[config.mk]
export PLATFORM = sky130hd
export DESIGN_NAME = ret_stack
export DESIGN_NICKNAME = d
export VERILOG_FILES = /design/src/rtl/ret_stack.sv
export SDC_FILE = /design/constraint.sdc
export NUM_CORES = 1
export LEC_CHECK = 0
export CORE_MARGIN = 5
export CORE_UTILIZATION = 58
export DETAILED_ROUTE_END_ITERATION = 8
export GPL_TIMING_DRIVEN = 0
export HOLD_SLACK_MARGIN = 0.12
export MAX_ROUTING_LAYER = met4
export PLACE_DENSITY = 0.79
export RECOVER_POWER = 100
export SLEW_MARGIN = 20
export SYNTH_ARGS = -nofsm -noshare
export SYNTH_HDL_FRONTEND = slang
export SYNTH_SLANG_ARGS = --single-unit
export TNS_END_PERCENT = 5
[constraint.sdc]
create_clock -name clk -period 4.9 [get_ports clk]
set_clock_uncertainty 0.2 [all_clocks]
set_input_delay 0.49 -clock clk [delete_from_list [all_inputs] [get_ports clk]]
set_output_delay 0.49 -clock clk [all_outputs]
set_load 0.02 [all_outputs]
[src/rtl/ret_stack.sv]
// Hardware return-address stack: circular buffer with push, pop and exchange,
// configurable full-stack policy and sticky overflow/underflow flags.
module ret_stack #(
  parameter int unsigned DATA_W    = 32,
  parameter int unsigned DEPTH     = 8,
  parameter int unsigned WRAP_MODE = 0
) (
  input  logic                       clk,
  input  logic                       rst_n,
  input  logic                       push,
  input  logic                       pop,
  input  logic [DATA_W-1:0]          push_data,
  input  logic                       flush,
  input  logic                       clr_flags,
  output logic [DATA_W-1:0]          top_data,
  output logic [$clog2(DEPTH+1)-1:0] count,
  output logic                       empty,
  output logic                       full,
  output logic                       ovf,
  output logic                       unf
);

  localparam int unsigned PtrW = $clog2(DEPTH);
  localparam int unsigned CntW = $clog2(DEPTH + 1);
  localparam logic [PtrW-1:0] PtrOne = PtrW'(1);
  localparam logic [CntW-1:0] CntOne = CntW'(1);
  localparam logic [CntW-1:0] CntMax = CntW'(DEPTH);

  logic [DATA_W-1:0] mem_q [DEPTH];
  logic [PtrW-1:0]   sp_q, sp_d, top_idx, waddr;
  logic [CntW-1:0]   count_q, count_d;
  logic              ovf_q, ovf_d, unf_q, unf_d;
  logic              we;

  assign top_idx  = sp_q - PtrOne;
  assign empty    = (count_q == '0);
  assign full     = (count_q == CntMax);
  assign count    = count_q;
  assign ovf      = ovf_q;
  assign unf      = unf_q;
  assign top_data = empty ? '0 : mem_q[top_idx];

  always_comb begin
    sp_d    = sp_q;
    count_d = count_q;
    // Clear first so any setting event below takes precedence.
    ovf_d   = clr_flags ? 1'b0 : ovf_q;
    unf_d   = clr_flags ? 1'b0 : unf_q;
    we      = 1'b0;
    waddr   = sp_q;
    if (flush) begin
      sp_d    = '0;
      count_d = '0;
    end else if (push && pop) begin
      we = 1'b1;
      if (empty) begin
        sp_d    = sp_q + PtrOne;
        count_d = CntOne;
        unf_d   = 1'b1;
      end else begin
        waddr = top_idx;
      end
    end else if (push) begin
      if (!full) begin
        we      = 1'b1;
        sp_d    = sp_q + PtrOne;
        count_d = count_q + CntOne;
      end else begin
        ovf_d = 1'b1;
        if (WRAP_MODE != 0) begin
          // Overwrite the oldest slot; count stays saturated.
          we   = 1'b1;
          sp_d = sp_q + PtrOne;
        end
      end
    end else if (pop) begin
      if (!empty) begin
        sp_d    = sp_q - PtrOne;
        count_d = count_q - CntOne;
      end else begin
        unf_d = 1'b1;
      end
    end
  end

  always_ff @(posedge clk or negedge rst_n) begin
    if (!rst_n) begin
      sp_q    <= '0;
      count_q <= '0;
      ovf_q   <= 1'b0;
      unf_q   <= 1'b0;
    end else begin
      sp_q    <= sp_d;
      count_q <= count_d;
      ovf_q   <= ovf_d;
      unf_q   <= unf_d;
    end
  end

  // Storage has no reset; gating with rst_n drops writes while reset is held.
  always_ff @(posedge clk) begin
    if (we && rst_n) begin
      mem_q[waddr] <= push_data;
    end
  end

endmodule
# After elaboration in Yosys (flattened, before gate mapping)
# Memories as Yosys holds them, arrays and structs flattened.
# Cells that the tools add are included.
op_classes:
  addsub: 4
  n_eq_ne: 4
  muxes: 34
  reduce_logical: 6
op_table:
  columns: ["cell", "count"]
  rows:
  - ["2-to-1 mux 32 bit", 1]
  - ["2-to-1 mux 4 bit", 7]
  - ["2-to-1 mux 3 bit", 9]
  - ["2-to-1 mux 1 bit", 17]
  - ["!= test 4 x 3 -> 1 bit (second input constant)", 2]
  - ["adder 4 x 1 -> 4 bit (second input constant)", 1]
  - ["equality test 4 bit (second input constant)", 1]
  - ["logical NOT 4 bit", 1]
  - ["AND reduction 4 bit", 1]
  - ["nonzero test 4 bit", 1]
  - ["subtractor 4 x 1 -> 4 bit (second input constant)", 1]
  - ["adder 3 x 1 -> 3 bit (second input constant)", 1]
  - ["!= test 3 bit (second input constant)", 1]
  - ["AND reduction 3 bit", 1]
  - ["subtractor 3 x 1 -> 3 bit (second input constant)", 1]
  - ["logical AND 1 bit", 2]
totals:
  ff_bits: 9
  ramBits: 256
  in_bits: 38
  out_inout_bits: 40
  wordCells: 53
  mem_count: 1
memory_table:
  columns: ["memory", "words", "word_bits", "read_ports", "rd_clocked_by_memory_dff", "wr", "line", "text"]
  rows:
  - ["mem_q", 8, 32, 1, 0, 1, "29", "logic [DATA_W-1:0] mem_q [DEPTH];"]

# Logic depth before layout (Yosys ltp)
logic_depth:
  word_depth: 8
  ltp_mapped: 10
  mapped_depth_nobuf: 6

# Worst setup path after synthesis
# Ideal clock, no wire load.
synth_timing:
  kind: "register to register"
  start: "register sp_q[0]"
  end: "memory mem_q[4][0] (enable)"
  setup_time_ns: 0.421
  t_arrival_ns: 3.645
  t_required_ns: 4.279
  slack_ns: 0.634
  stages_incl_launch_ff: 11
  n_path_buf: 4
  synth_period_minus_slack_ns: 4.266
  path_cell_list: "dfrtp_1 -> clkbuf_1 -> buf_4 -> buf_2 -> inv_1 -> ha_1 -> clkbuf_1 -> inv_1 -> or4_1 -> o211a_1 -> nor2_1"
synth_between:
  elab_chain_len: 4
synth_rtl:
  columns: ["element", "line", "text"]
  rows:
  - ["start: declaration", "30", "logic [PtrW-1:0] sp_q, sp_d, top_idx, waddr;"]
  - ["start signal: assignment", "93", "sp_q <= sp_d;"]
  - ["subtractor 3 x 1 -> 3 bit", "35", "assign top_idx = sp_q - PtrOne;"]
  - ["2-to-1 mux 3 bit", "56", "if (empty) begin"]
  - ["2-to-1 mux 3 bit", "54", "end else if (push && pop) begin"]
  - ["2-to-1 mux 3 bit *", "51", "if (flush) begin"]
  - ["end: declaration", "29", null]
# Mark *: on every way between the ends. The rest lies on a longest branch, timed or not.

# Worst setup path in the final report
layout_timing:
  start: "register sp_q[0]"
  end: "output port top_data[14]"
layout_between:
  elab_chain_len: 3
layout_rtl:
  columns: ["element", "line", "text"]
  rows:
  - ["subtractor 3 x 1 -> 3 bit", "35", null]
  - ["memory (8 x 32 bit)", null, null]
  - ["2-to-1 mux 32 bit", "41", "assign top_data = empty ? '0 : mem_q[top_idx];"]
  - ["end: declaration", "15", "output logic [DATA_W-1:0] top_data,"]
# Every way passes these cells.

==> impl_results.md <==
- Outcome: finished with violations
- CP Data Arrival Time: roughly 4 ns
- Die H: about 140 um
- Ys flop type: edfxtp_1
- Area post-placement: around 12000 um^2
- RSZ-0062 raised after global routing: no
- Minimum clock period: 4.66 ns
- Initial core utilization: approximately 59%
- Cell Pwr Density: 521 nW/um^2
- Io pins: 78
- Pin count of the biggest net entering global routing: 19
- Slew HR: -17.4%
- DRT Pass-1 Iters: 5
- Tcrit/Tclk final: a little over nine tenths
- Rows: between 40 and 50
- Clk_lat worst skew: ~0.52 ns
- Total CTS buffers: 26
- Post-placement cell count: 801
- Initial DRC Count: 538
- TritonCTS Sinks: ~270
- Detail Route Antenna Nets: 0
- Leak: 4.09 nW
- Measured slew at the worst slew-check pin: ~1.8 ns
- Core footprint: about 18000 um^2
- CP startpoint kind: flop
- Post-synthesis cell area: between 10000 and 15000 um^2
- Via Count: about 5400
- Max Slew Vio Count: 30
- Mapped Nets: 530
- Share of flip-flops with an asynchronous set or reset: 3.40%
- # DRC: 0
- Min-delay worst type: reg -> reg
- Finished Layout Cells: 850
- CTS tree: built
- Synth unique cells: 46
- EDFF count, synth: about 260
- Nature of the critical path endpoint: output pin
- Sequential share of the synthesized area: approximately three quarters
- Synth-to-Final Area Change: 20.4%
- Placer Congestion: about 0.89
- Nets: between 600 and 700
- Biggest area consumer among synthesized cells: edfxtp_1
- Cells after synthesis: approximately 500
- WS Path Type: reg -> out
- Maximum clock rate: around 0.21 GHz
- Antenna violations before repair: 1
- Drt wl/cell: 26.2 um
- Mean post-synth cell area: between 20 and 25 um^2
- Failing checks: capacitance limit, slew limit
- Full die area: about 21000 um^2
- H-tree levels: 1
- Crit Path Max Fanout: 10
- Finished Cell Area: ~13000 um^2
- First-pass GRT wire length: ~34000 um
- Die Wd: 144 um
- Routed vias/inst: ~6.4
- Clock transition at path regs: about 0.06 ns
- Setup TNS: 0 ns
- Hpwl dp: 13700 um
- Grt ovf: 0
- Yosys top cell area share: around three quarters
- Final Setup Violations: 0
- Clock Path Buffers: 3
- Maxcap violations: 2
- Worst vdd ir: 0.451 mV
- Gr usage total: about 23%
- WL final: 22300 um
- Critical path required time: about 4.2 ns
- Top cells by area, synth: edfxtp_1, mux4_2, a22o_1
- Vias in the first global route: between 5000 and 6000
- Final Hold Viols: 0
- Share of cells above drive strength 1: 22.5%
- Clock root buffer: clkbuf_16
- Port buffer count: between 70 and 80
- Yosys reg bits: about 270
- Synth Warn #: 0
-- cells by family (layout without fill, tap and decap cells) --
logic type | after synthesis | count (layout) | synth area share, %
adder cells (fa/ha/maj) | 5 | 5 | 0.671
buffers and inverters | 42 | 174 | 2.02
AND/OR/NAND/NOR | 42 | 42 | 2.12
XOR/XNOR | 3 | 3 | 0.252
other | 0 | 2 | 0
multiplexers | 67 | 67 | 14.2
AO/OA/AOI/OAI | 63 | 63 | 4.92
flip-flops | 265 | 265 | 75.8
-- final timing paths --
path / startpoint / end / slack, ns / depth (start not counted)
setup / recovery: sp_q[0] / top_data[14] / 0.24 / 10
max in group asynchronous: rst_n / sp_q[2] / 3.38 / 2
hold reg to reg: ovf / ovf / 0.34 / 2
hold / removal: ovf / ovf / 0.34 / 2
min in group asynchronous: rst_n / count[2] / 0.75 / 2
setup reg to reg: sp_q[0] / mem_q[2][0] / 0.29 / 11
-- cells in the mapped netlist, types with 3 or more instances --
library cell,instances
o21ai_0,6
nor4_1,5
clkbuf_1,11
o211ai_1,3
ha_1,4
buf_6,5
inv_1,13
a22o_1,32
mux4_2,65
edfxtp_1,256
nor2_1,18
a21oi_1,4
nand2b_1,5
dfrtp_1,9
buf_2,10
-- registers in the layout (all words and copies together) (netlist names) --
name / flops
ovf: 1
count: 4
sp_q: 3
mem_q: 256
unf: 1
-- metal layers --
metal | track usage, % | routed length, um
met1 | 29.8 | 8560
met2 | 38.3 | 11600
met3 | 3.51 | 1620
met4 | 6.33 | 480
met5 | - | 0
-- timing repair --
action | 4_1_cts | 5_1_grt
hold buffers | 1 | 0
endpoints found under the hold margin | 9 | 0
resized for setup | 7 | 7
gates cloned | 0 | 0
buffers inserted | 0 | 0
endpoints found under the setup margin | 32 | 32
-- power breakdown --
| part | total (W) | switching (W) | internal (W) | leakage, nW |
|---|---|---|---|---|
| clock network | 0.00194 | 0.000781 | 0.00116 | 0.406 |
| logic | 0.00203 | 0.00108 | 0.000955 | 1.26 |
| registers | 0.00259 | 0.0000316 | 0.00256 | 2.42 |
-- cell type report --
cell class,instances,area [um^2]
flip-flops and latches,265,7910
fillers,1018,5270
multi-input cells,180,2340
repair buffers,86,978
clock buffers,38,706
well taps,229,287
plain buffers,29,175
clock inverters,8,126
inverters,13,48.8
diodes,2,5.00
-- cell usage in the layout (no fill, tap or decap), types with 5 or more instances in the layout --
cell / Yosys / layout
dlygate4sd3_1: 0 / 43
nor2_2: 0 / 6
buf_6: 5 / 5
nand2b_1: 5 / 5
nor2_1: 18 / 12
clkdlybuf4s50_1: 0 / 35
buf_2: 10 / 11
clkbuf_16: 0 / 26
o21ai_0: 6 / 6
dfrtp_1: 9 / 9
edfxtp_1: 256 / 256
nor4_1: 5 / 5
inv_1: 13 / 13
clkbuf_1: 11 / 16
mux4_2: 65 / 65
a22o_1: 32 / 32
buf_16: 0 / 7
-- stage by stage --
step | utilization, % | hold slack (ns) | setup WS, ns | total power, W
floorplan | - | -0.00559 | 0.634 | 0.00388
global placement | 64.5 | 0.303 | -1.14 | 0.00459
detailed placement | 66.0 | 0.332 | 0.330 | 0.00467
CTS | 70.8 | 0.344 | 0.0281 | 0.00662
global route | 70.5 | 0.367 | 0.00200 | 0.00682
finish | 70.5 | 0.340 | 0.237 | 0.00656
-- worst max-delay path, cell delays in order (launching register included) --
cell and delay, ns:
dfrtp_1 0.37, clkbuf_1 0.18, buf_4 0.26, clkbuf_4 0.32
inv_1 0.14, ha_1 0.30, clkbuf_1 0.31, clkbuf_2 0.39
mux4_2 0.36, a22o_1 0.26, clkdlybuf4s50_1 0.55
Note: power is estimated with default switching activity, not from simulation.
